### src/rtl/float2uchar.sv
// IEEE-754 single (S/E/F) to 8-bit unsigned converter with a serial right shifter.
// One conversion in flight; valid/ready handshakes on both sides.
module float2uchar #(
  parameter int ROUND = 1
) (
  input  logic        clk,
  input  logic        rst,
  input  logic        in_valid,
  output logic        in_ready,
  input  logic        in_s,
  input  logic [7:0]  in_e,
  input  logic [22:0] in_f,
  output logic        out_valid,
  input  logic        out_ready,
  output logic [7:0]  out_d,
  output logic [2:0]  out_flags
);

  localparam logic [1:0] S_IDLE  = 2'd0;
  localparam logic [1:0] S_SHIFT = 2'd1;
  localparam logic [1:0] S_RND   = 2'd2;
  localparam logic [1:0] S_HOLD  = 2'd3;

  logic [1:0]  r_state;
  logic [23:0] r_mant;
  logic        r_guard;
  logic [4:0]  r_cnt;

  logic        w_accept;
  logic        w_spec;
  logic [7:0]  w_spec_d;
  logic [2:0]  w_spec_flags;
  logic [7:0]  w_n8;
  logic [4:0]  w_n;
  logic        w_rnd_bit;
  logic [8:0]  w_sum;

  assign in_ready  = (r_state == S_IDLE);
  assign out_valid = (r_state == S_HOLD);
  assign w_accept  = in_valid && in_ready;

  // Shift count is 16..24 for the only exponents that reach the shifter (126..134).
  assign w_n8 = 8'd150 - in_e;
  assign w_n  = w_n8[4:0];

  // Value after the shifts is at most 255, so the sum can only reach 256 via rounding.
  assign w_rnd_bit = (ROUND != 0) && r_guard;
  assign w_sum     = r_mant[8:0] + {8'd0, w_rnd_bit};

  // Classification in priority order; anything not special takes the shift path.
  always_comb begin
    w_spec       = 1'b1;
    w_spec_d     = 8'd0;
    w_spec_flags = 3'b000;
    if (in_e == 8'hFF && in_f != 23'd0) begin
      w_spec_flags = 3'b100;
    end else if (in_s) begin
      w_spec_flags = 3'b001;
    end else if (in_e >= 8'd135) begin
      w_spec_d     = 8'hFF;
      w_spec_flags = 3'b010;
    end else if (in_e <= 8'd125) begin
      w_spec_d     = 8'd0;
    end else begin
      w_spec       = 1'b0;
    end
  end

  always_ff @(posedge clk or posedge rst) begin
    if (rst) begin
      r_state   <= S_IDLE;
      r_mant    <= 24'd0;
      r_guard   <= 1'b0;
      r_cnt     <= 5'd0;
      out_d     <= 8'd0;
      out_flags <= 3'b000;
    end else begin
      case (r_state)
        S_IDLE: begin
          if (w_accept) begin
            if (w_spec) begin
              out_d     <= w_spec_d;
              out_flags <= w_spec_flags;
              r_state   <= S_HOLD;
            end else begin
              r_mant  <= {1'b1, in_f};
              r_cnt   <= w_n;
              r_guard <= 1'b0;
              r_state <= S_SHIFT;
            end
          end
        end
        S_SHIFT: begin
          r_mant  <= r_mant >> 1;
          r_guard <= r_mant[0];
          r_cnt   <= r_cnt - 5'd1;
          if (r_cnt == 5'd1) begin
            r_state <= S_RND;
          end
        end
        S_RND: begin
          if (w_sum > 9'd255) begin
            out_d     <= 8'hFF;
            out_flags <= 3'b010;
          end else begin
            out_d     <= w_sum[7:0];
            out_flags <= 3'b000;
          end
          r_state <= S_HOLD;
        end
        default: begin
          if (out_ready) begin
            r_state <= S_IDLE;
          end
        end
      endcase
    end
  end

endmodule

### config.mk
export PLATFORM = sky130hd
export DESIGN_NAME = float2uchar
export DESIGN_NICKNAME = d
export VERILOG_FILES = /design/src/rtl/float2uchar.sv
export SDC_FILE = /design/constraint.sdc
export NUM_CORES = 1
export LEC_CHECK = 0
export ABC_CLOCK_PERIOD_IN_PS = 2300
export BUFFER_PORTS_ARGS = -buffer_cell sky130_fd_sc_hd__buf_2
export CORE_MARGIN = 1
export CORE_UTILIZATION = 38
export CTS_BUF_LIST = sky130_fd_sc_hd__clkbuf_4 sky130_fd_sc_hd__clkbuf_8
export CTS_CLUSTER_DIAMETER = 30
export CTS_CLUSTER_SIZE = 14
export DETAILED_ROUTE_END_ITERATION = 7
export HOLD_SLACK_MARGIN = 0.1
export REMOVE_ABC_BUFFERS = 1
export SETUP_SLACK_MARGIN = 0.02
export SYNTH_ARGS = -nofsm -noshare
export SYNTH_HDL_FRONTEND = slang
export SYNTH_SLANG_ARGS = --single-unit
### constraint.sdc
create_clock -name clk -period 2.3 [get_ports clk]
set_input_delay 0.23 -clock clk [delete_from_list [all_inputs] [get_ports clk]]
set_output_delay 0.23 -clock clk [all_outputs]
set_load 0.01 [all_outputs]
# Yosys cells after proc, flatten, opt, wreduce, memory -nomap -nowiden
# Cells that the tools add are included.
# op_classes
n_addsub	3
mul	0
n_div	0
magnitude_cmp	3
n_eq_ne	9
shifts	0
muxes	32
bitwise	0
n_reduce_logical	10
# op_table
cell	n
$mux W24	2
$mux W8	6
$pmux W24 S2	1
$reduce_bool A23 Y1	1
$pmux W8 S2	1
$mux W2	7
$mux W5	2
$pmux W5 S2	1
$add A9 B1 Y9	1
$gt A9 B8 Y1 const B	1
$mux W3	3
$reduce_and A3 Y1	3
$eq A8 B8 Y1 const B	1
$ge A8 B8 Y1 const B	1
$le A8 B7 Y1 const B	1
$mux W1	6
$pmux W2 S3	1
$pmux W3 S2	1
$eq A5 B1 Y1 const B	1
$sub A5 B1 Y5 const B	1
$sub A5 B5 Y5 const A	1
$eq A2 B2 Y1 const B	2
$ne A2 B1 Y1 const B	2
$ne A2 B2 Y1 const B	2
6 further kinds	8
# totals
ff_bits	43
latch_bits	0
ram_bits	0
rom_bits	0
wordCells	63
n_memories	0

# Longest topological paths before layout
# Gate-level depths: netlist (run 1).
# depth
ltp_word	8
depth_mapped	9

# Worst setup path after synthesis (run 1)
# No wires, ideal clock.
# synth_timing
path_kind	register to register
startpoint	register r_state[0]
endpoint	register out_flags[2]
arrival_time_ns	1.756
slack_ns	0.419
path_stages_with_launch	7
synth_period_minus_slack_ns	1.881
path_cell_list	dfrtp_1 > inv_1 > ha_1 > nor2b_1 > nor2_1 > and2_1 > mux2_2
# synth_via
elab_chain_cells	4
word_cells_on_any_way	8
# synth_rtl
item	line	source
start: declaration	24	logic [1:0] r_state;
start signal: assignment	71	r_state <= S_IDLE;
start signal: assignment	84	r_state <= S_HOLD;
start signal: assignment	89	r_state <= S_SHIFT;
$logic_not A2 Y1 *	38	assign in_ready = (r_state == S_IDLE);
named net in_ready	9	output logic in_ready,
$logic_and A1 B1 Y1	40	assign w_accept = in_valid && in_ready;
$ne A2 B1 Y1 (no line)	-	
$reduce_and A3 Y1 (no line)	-	
end signal: assignment	83	out_flags <= w_spec_flags;
end: declaration	16	output logic [2:0] out_flags
# Mark *: on every way through the listed nets, which the timed path passes. The rest lies on a longest branch.
# A chain may end at the register's enable or synchronous reset.

# Worst setup path in the final report (run 1)
# layout_timing
startpoint	register r_mant[0]
endpoint	register out_d[0]
# layout_via
elab_chain_cells	4
# layout_rtl
item	line	source
start: declaration	25	logic [23:0] r_mant;
start signal: assignment	86	r_mant <= {1'b1, in_f};
start signal: assignment	94	r_mant <= r_mant >> 1;
$add A9 B1 Y9 *	48	assign w_sum = r_mant[8:0] + {8'd0, w_rnd_bit};
$gt A9 B8 Y1	102	if (w_sum > 9'd255) begin
$mux W8 *	102	
$pmux W8 S2 *	78	case (r_state)
end signal: assignment	82	out_d <= w_spec_d;
end signal: assignment	106	out_d <= w_sum[7:0];
end: declaration	15	output logic [7:0] out_d,
# Mark *: on every way between the ends. The rest lies on a longest branch, timed or not.

==> reports/qor.yml, run 1 <==
status: "complete, but fails checks"
failed_checks: "DRC"
worstSetupStartpointType: "register"
syn_area_per_cell_sq_um: 9.33
path_common_cell: "ha_1"
crit_type: "reg2reg"
combPwrFrac: 0.485
rows: 29
synth.top_cell.area_share: 0.416
fmax_mhz: 513
worstSetupPathDepth: 7
grt-ovfl-total: 0
min_to: "r_mant[17]$_DFFE_PP0P_"
vias: 2137
ys_warn_count: 0
cp_num_buf_inv: 0
syn_inst: 277
r2r_start: "r_mant[0]$_DFFE_PP0P_"
grt_max_degree: 44
antenna_cells: 0
worst_slack_ns: 0.349
p_sw_mw: 1.55
io_pins: 49
viasPerCell: 5.29
skew_ns: 0.00707
dp_hpwl_um: 4090
end_kind: "register"
start_util: 0.400
rsz0062_at_grt: "no"
holdWs_ns: 0.228
drv_slew: 0
place.port_buffers: 48
fp.dieW_um: 84.5
grt_usage: 0.173
hold_violations: 0
initialDrtViolationCount: 152
stdcell_area_sq_um: 3020
place_area_sq_um: 2910
r2r_end: "out_d[0]$_DFFE_PP0P_"
route.detailed.drc: 8
p_clk_frac: 0.132
htreeDepth: 2
nets: 374
switching_share: 0.414
slew_headroom: 0.635
crit_fanout: 9
yosysTopAreaCell: "dfrtp_1"
crit_family: "compound AO/OA/AOI/OAI gates"
p_leak_nw: 1.38
routed_wl_um: 5790
crit_required_ns: 2.51
rrSetupSlack_ns: 0.35
worst-slew-pin-transition_ns: 0.547
worst-r2r-cell-count: 7
numCtsBuffers: 5
max-clock-path-buffers: 2
clock_latency_ns: 0.29
yosys-top-cells-area: "dfrtp_1 42%, mux2i_1 10%, nand3_1 6.2%"
cap_viol_max_count: 0
min_path_type: "in2reg"
tritoncts_num_sinks: 43
die_y_um: 84.5
ir_drop_mv: 0.548
fin_cells: 404
drive_above_1_share: 0.229
hold_start: "in_f[17]"
synth-seq-cells: 43
crit_arrival_ns: 2.16
pwr-share-seq: 0.383
finalCoreUtilization: 0.467
grt_pass1_wl_um: 10000
dp_slack_ns: 0.157
critPathSlowestCell: "dfrtp_1"
fin_crit_sh: 0.848
antenna_found_initial: 0
die_area_sq_um: 7130
yosysSeqAreaShare: 0.416
netlist-cell-type-count: 46
finalSetupViolCount: 0
ys_async_sr_fraction: 1.00
firstDrtPassIters: 6
path_cells: "ha_1 -> ha_1 -> nand3_1 -> or3_1 -> a21boi_0 -> o22ai_2 -> a31oi_1"
syn_to_final_growth_pct: 16.8
syn_area_sq_um: 2580
intPower_mw: 2.18
cts_setup_buffers: 0
ant_nets: 0
core_area_sq_um: 6460
placed_cells: 395
place_congestion: 0.767
grt_pass1_vias: 2067
hold_depth: 3
clockRootBuffer: "clkbuf_8"
wire_per_inst_um: 14.3
clk_pin_slew_ns: 0.08
ys.flop_type: "dfrtp_1"
max_stage_delay_ns: 0.41
pwr_density_cell_nw_per_um2: 1240
finalCriticalPeriod_ns: 1.95
synth_edf_count: 0
cts_tree: "done"
==> routing by layer <==
layer,GRT usage,part of all wire,vias to the layer above
met3,0.0472,0.060,0
met2,0.262,0.46,53
met5,0,0,-
met4,0.0339,0,0
li1,-,-,1102
met1,0.250,0.48,982
==> cells by family after synthesis <==
family / share of synthesized area
AND/OR/NAND/NOR: 0.176
AO/OA/AOI/OAI: 0.161
flip-flops: 0.416
buffers and inverters: 0.0528
multiplexers: 0.105
adder cells (fa/ha/maj): 0.0581
XOR/XNOR: 0.0305
==> synth_stat cells (all sizes together), types with 3 or more instances <==
cell,count
nor4,5
xor2,3
a31oi,9
nor2,10
nor3,7
o21ai,29
a21oi,13
xnor2,6
inv,12
nand4,3
clkbuf,7
mux2i,26
buf,10
nand3,32
ha,12
nand2,19
dfrtp,43
==> cell type report <==
class | count | area (sq um)
fill | 652 | 3440
multi-input combinational | 205 | 1390
tap | 77 | 96.3
inverter | 12 | 45.0
clock buffer | 7 | 83.8
sequential | 43 | 1080
clock inverter | 1 | 5.00
timing repair buffer | 59 | 325
==> flip-flops by register name, summed over array words and instances, names as in the netlist <==
name and flops:
out_flags 3, r_state 2, r_guard 1, out_d 8, r_cnt 5, r_mant 24
==> worst min-delay path, stage by stage <==
cell	delay (ns)
buf_2	0.09
mux2i_1	0.06
o21ai_1	0.10
==> per-stage QoR <==
stage               setup TNS [ns]  total power [mW]
finish                           0              3.73
global route                     0              4.09
CTS                              0              3.76
detailed placement               0              3.26
global placement                 0              3.22
floorplan                   -24.12              2.70
==> worst max path at each step <==
stage                                 from                   end  slack [ns]
floorplan           r_state[1]$_DFFE_PP0P_  r_cnt[0]$_DFFE_PP0P_       -0.99
global placement                   in_f[0]  out_d[0]$_DFFE_PP0P_        0.15
detailed placement                 in_f[0]  out_d[0]$_DFFE_PP0P_        0.16
CTS                  r_mant[0]$_DFFE_PP0P_  out_d[0]$_DFFE_PP0P_        0.22
global route         r_mant[0]$_DFFE_PP0P_  out_d[4]$_DFFE_PP0P_        0.14
finish               r_mant[0]$_DFFE_PP0P_  out_d[0]$_DFFE_PP0P_        0.35
==> layout by cell type, fill, tap and decap left out, drive strengths merged, types with 5 or more instances in the layout <==
cell / n
a21oi: 13
a31oi: 9
buf: 58
clkbuf: 7
dfrtp: 43
ha: 12
inv: 12
mux2i: 26
nand2: 19
nand3: 32
nor2: 10
nor3: 7
nor4: 5
o21ai: 29
xnor2: 6
==> power by group through the flow <==
stage               Combinational [mW]  Clock, mW  Sequential (mW)
finish                            1.81      0.493             1.43
global route                      2.08      0.543             1.47
CTS                               1.83      0.504             1.43
detailed placement                1.82          0             1.44
global placement                  1.80          0             1.43
floorplan                         1.29          0             1.41
==> timing repair <==
action,CTS,global route
setup endpoints to repair,0,9
gates resized for setup,0,1
hold buffers,1,0
endpoints found under the hold margin,23,0
(Power assumes the default switching activity.)
==> run 2, diff against run 1 <==
--- a/config.mk
+++ b/config.mk
@@ -5,7 +5,7 @@
 export SDC_FILE = /design/constraint.sdc
 export NUM_CORES = 1
 export LEC_CHECK = 0
-export ABC_CLOCK_PERIOD_IN_PS = 2300
+export ABC_CLOCK_PERIOD_IN_PS = 1870
 export BUFFER_PORTS_ARGS = -buffer_cell sky130_fd_sc_hd__buf_2
 export CORE_MARGIN = 1
 export CORE_UTILIZATION = 38
==> constraint.sdc (replaced) <==
create_clock -name clk -period 1.87 [get_ports clk]
set_input_delay 0.187 -clock clk [delete_from_list [all_inputs] [get_ports clk]]
set_output_delay 0.187 -clock clk [all_outputs]
set_load 0.01 [all_outputs]
==> run 2 against run 1 <==
First-iteration DRC count down 35%. Hold slack worse by 0.055 ns. Combinational power is 45% higher. Via count grew 4.8%. Utilization is 3.0 points higher. Cell count rose by 3.7%. Critical endpoint is now r_cnt[3]$_DFFE_PP0P_. Highest routed layer is now met4. The run still ends with DRC left. Non-clock buffer count up 15. Sequential power increased by 21%. Clock power is 38% higher.
==> reports/qor.yml, run 2 (synthesis gave the netlist of run 1 again) <==
max-clock-path-buffers: 2
final_cell_mix: "48 x buf_2, 42 x dfrtp_1, 32 x nand3_1"
hold_start: "in_f[20]"
viasPerCell: 5.34
critical_path.startpoint: "r_state[1]$_DFFE_PP0P_"
initialDrtViolationCount: 99
place.port_buffers: 48
grt_usage: 0.184
top_layer_used: "met4"
dr_wl_met2_um: 2870
max_stage_delay_ns: 0.65
ir_drop_mv: 0.796
largest_reg_flops: 24
routed_wl_um: 6250
hold_violations: 0
path_common_cell: "inv_1"
antenna_found_initial: 0
grt_max_degree: 44
min_path_type: "in2reg"
start_util: 0.400
finalCoreUtilization: 0.497
cap_viol_max_count: 0
die_y_um: 84.5
grt-ovfl-total: 0
crit_arrival_ns: 2.02
die_area_sq_um: 7130
fin_crit_sh: 0.946
numCtsBuffers: 5
critPathSlowestCell: "or4b_2"
clock_latency_ns: 0.30
setup_tns_ns: 0
drt-met1-wl_um: 2910
pwr_density_cell_nw_per_um2: 1560
route.detailed.drc: 8
grt_pass1_wl_um: 10400
clk_pin_slew_ns: 0.08
r2r_start: "r_state[1]$_DFFE_PP0P_"
vias: 2239
fmax_mhz: 565
syn_to_final_growth_pct: 24.4
finalSetupViolCount: 0
grt_pass1_vias: 2225
largest_register: "r_mant"
clockRootBuffer: "clkbuf_8"
antenna_cells: 0
status: "complete, but fails checks"
crit_fanout: 4
drive_above_1_share: 0.272
worst-slew-pin-transition_ns: 0.551
firstDrtPassIters: 7
core_area_sq_um: 6460
nets: 389
crit_type: "reg2reg"
failed_checks: "DRC"
io_pins: 49
finalCriticalPeriod_ns: 1.77
dp_hpwl_um: 4430
worstSetupStartpointType: "register"
rows: 29
path_cells: "inv_1 -> ha_4 -> inv_1 -> or4b_2 -> o21ai_0 -> a311oi_1 -> nand2_1"
reg.largest.list: "r_mant x24, out_d x8, r_cnt x5"
tritoncts_num_sinks: 43
place_congestion: 0.803
fp.dieW_um: 84.5
rrSetupSlack_ns: 0.10
htreeDepth: 2
wire_per_inst_um: 14.9
end_kind: "register"
cts_tree: "done"
slew_headroom: 0.633
final_common_cell: "buf_2"
skew_ns: 0.00906
rsz0062_at_grt: "yes"
crit_required_ns: 2.12
ant_nets: 0
wl_met3_um: 358
p_leak_nw: 1.48
drv_slew: 0
## run 2: metal layers
metal / up-vias / track usage
li1: 1132 / -
met3: 10 / 0.0511
met1: 1041 / 0.240
met4: 0 / 0.0616
met5: - / 0
met2: 56 / 0.295
## run 2: through the flow
stage	worst slack (ns)	power (mW)	hold WS [ns]	area (sq um)	instances
global placement	-0.00460	4.20	0.365	3040	409
detailed placement	-0.0518	4.25	0.363	3040	409
floorplan	-1.42	3.32	0.353	2490	260
CTS	0.0507	4.95	0.169	3170	418
finish	0.100	5.02	0.172	3210	419
global route	0.00626	5.45	0.198	3210	419
## run 2: layout make-up
class | instances | area, sq um
multi-input combinational | 205 | 1410
sequential | 43 | 1080
timing repair buffer | 74 | 480
tap | 77 | 96.3
clock buffer | 8 | 104
inverter | 12 | 45.0
fill | 636 | 3250
## run 2: final timing paths
path | end | depth (start not counted)
max | r_cnt[3]$_DFFE_PP0P_ | 7
max reg2reg | r_cnt[3]$_DFFE_PP0P_ | 7
min | r_mant[20]$_DFFE_PP0P_ | 3
min reg2reg | r_mant[9]$_DFFE_PP0P_ | 2
min in group asynchronous | r_state[0]$_DFFE_PP0P_ | 4
max in group asynchronous | r_state[0]$_DFFE_PP0P_ | 4
## run 2: where the power goes
group	internal, mW	switching (mW)	total (mW)
logic	1.26	1.36	2.62
registers	1.40	0.328	1.73
clock network	0.352	0.326	0.678
## run 2: repair_timing
action | CTS | global route
cloned | 0 | 1
hold buffers | 1 | 0
resized for setup | 2 | 5
hold endpoints to repair | 43 | 0
setup endpoints to repair | 12 | 21
setup buffers | 0 | 0
## run 2: worst max-delay path: cells and delay by family, from the launching register on
family	cells	cell delay, ns
adder cells (fa/ha/maj)	1	0.20
AND/OR/NAND/NOR	2	0.73
buffers and inverters	2	0.19
AO/OA/AOI/OAI	2	0.17
flip-flops	1	0.42
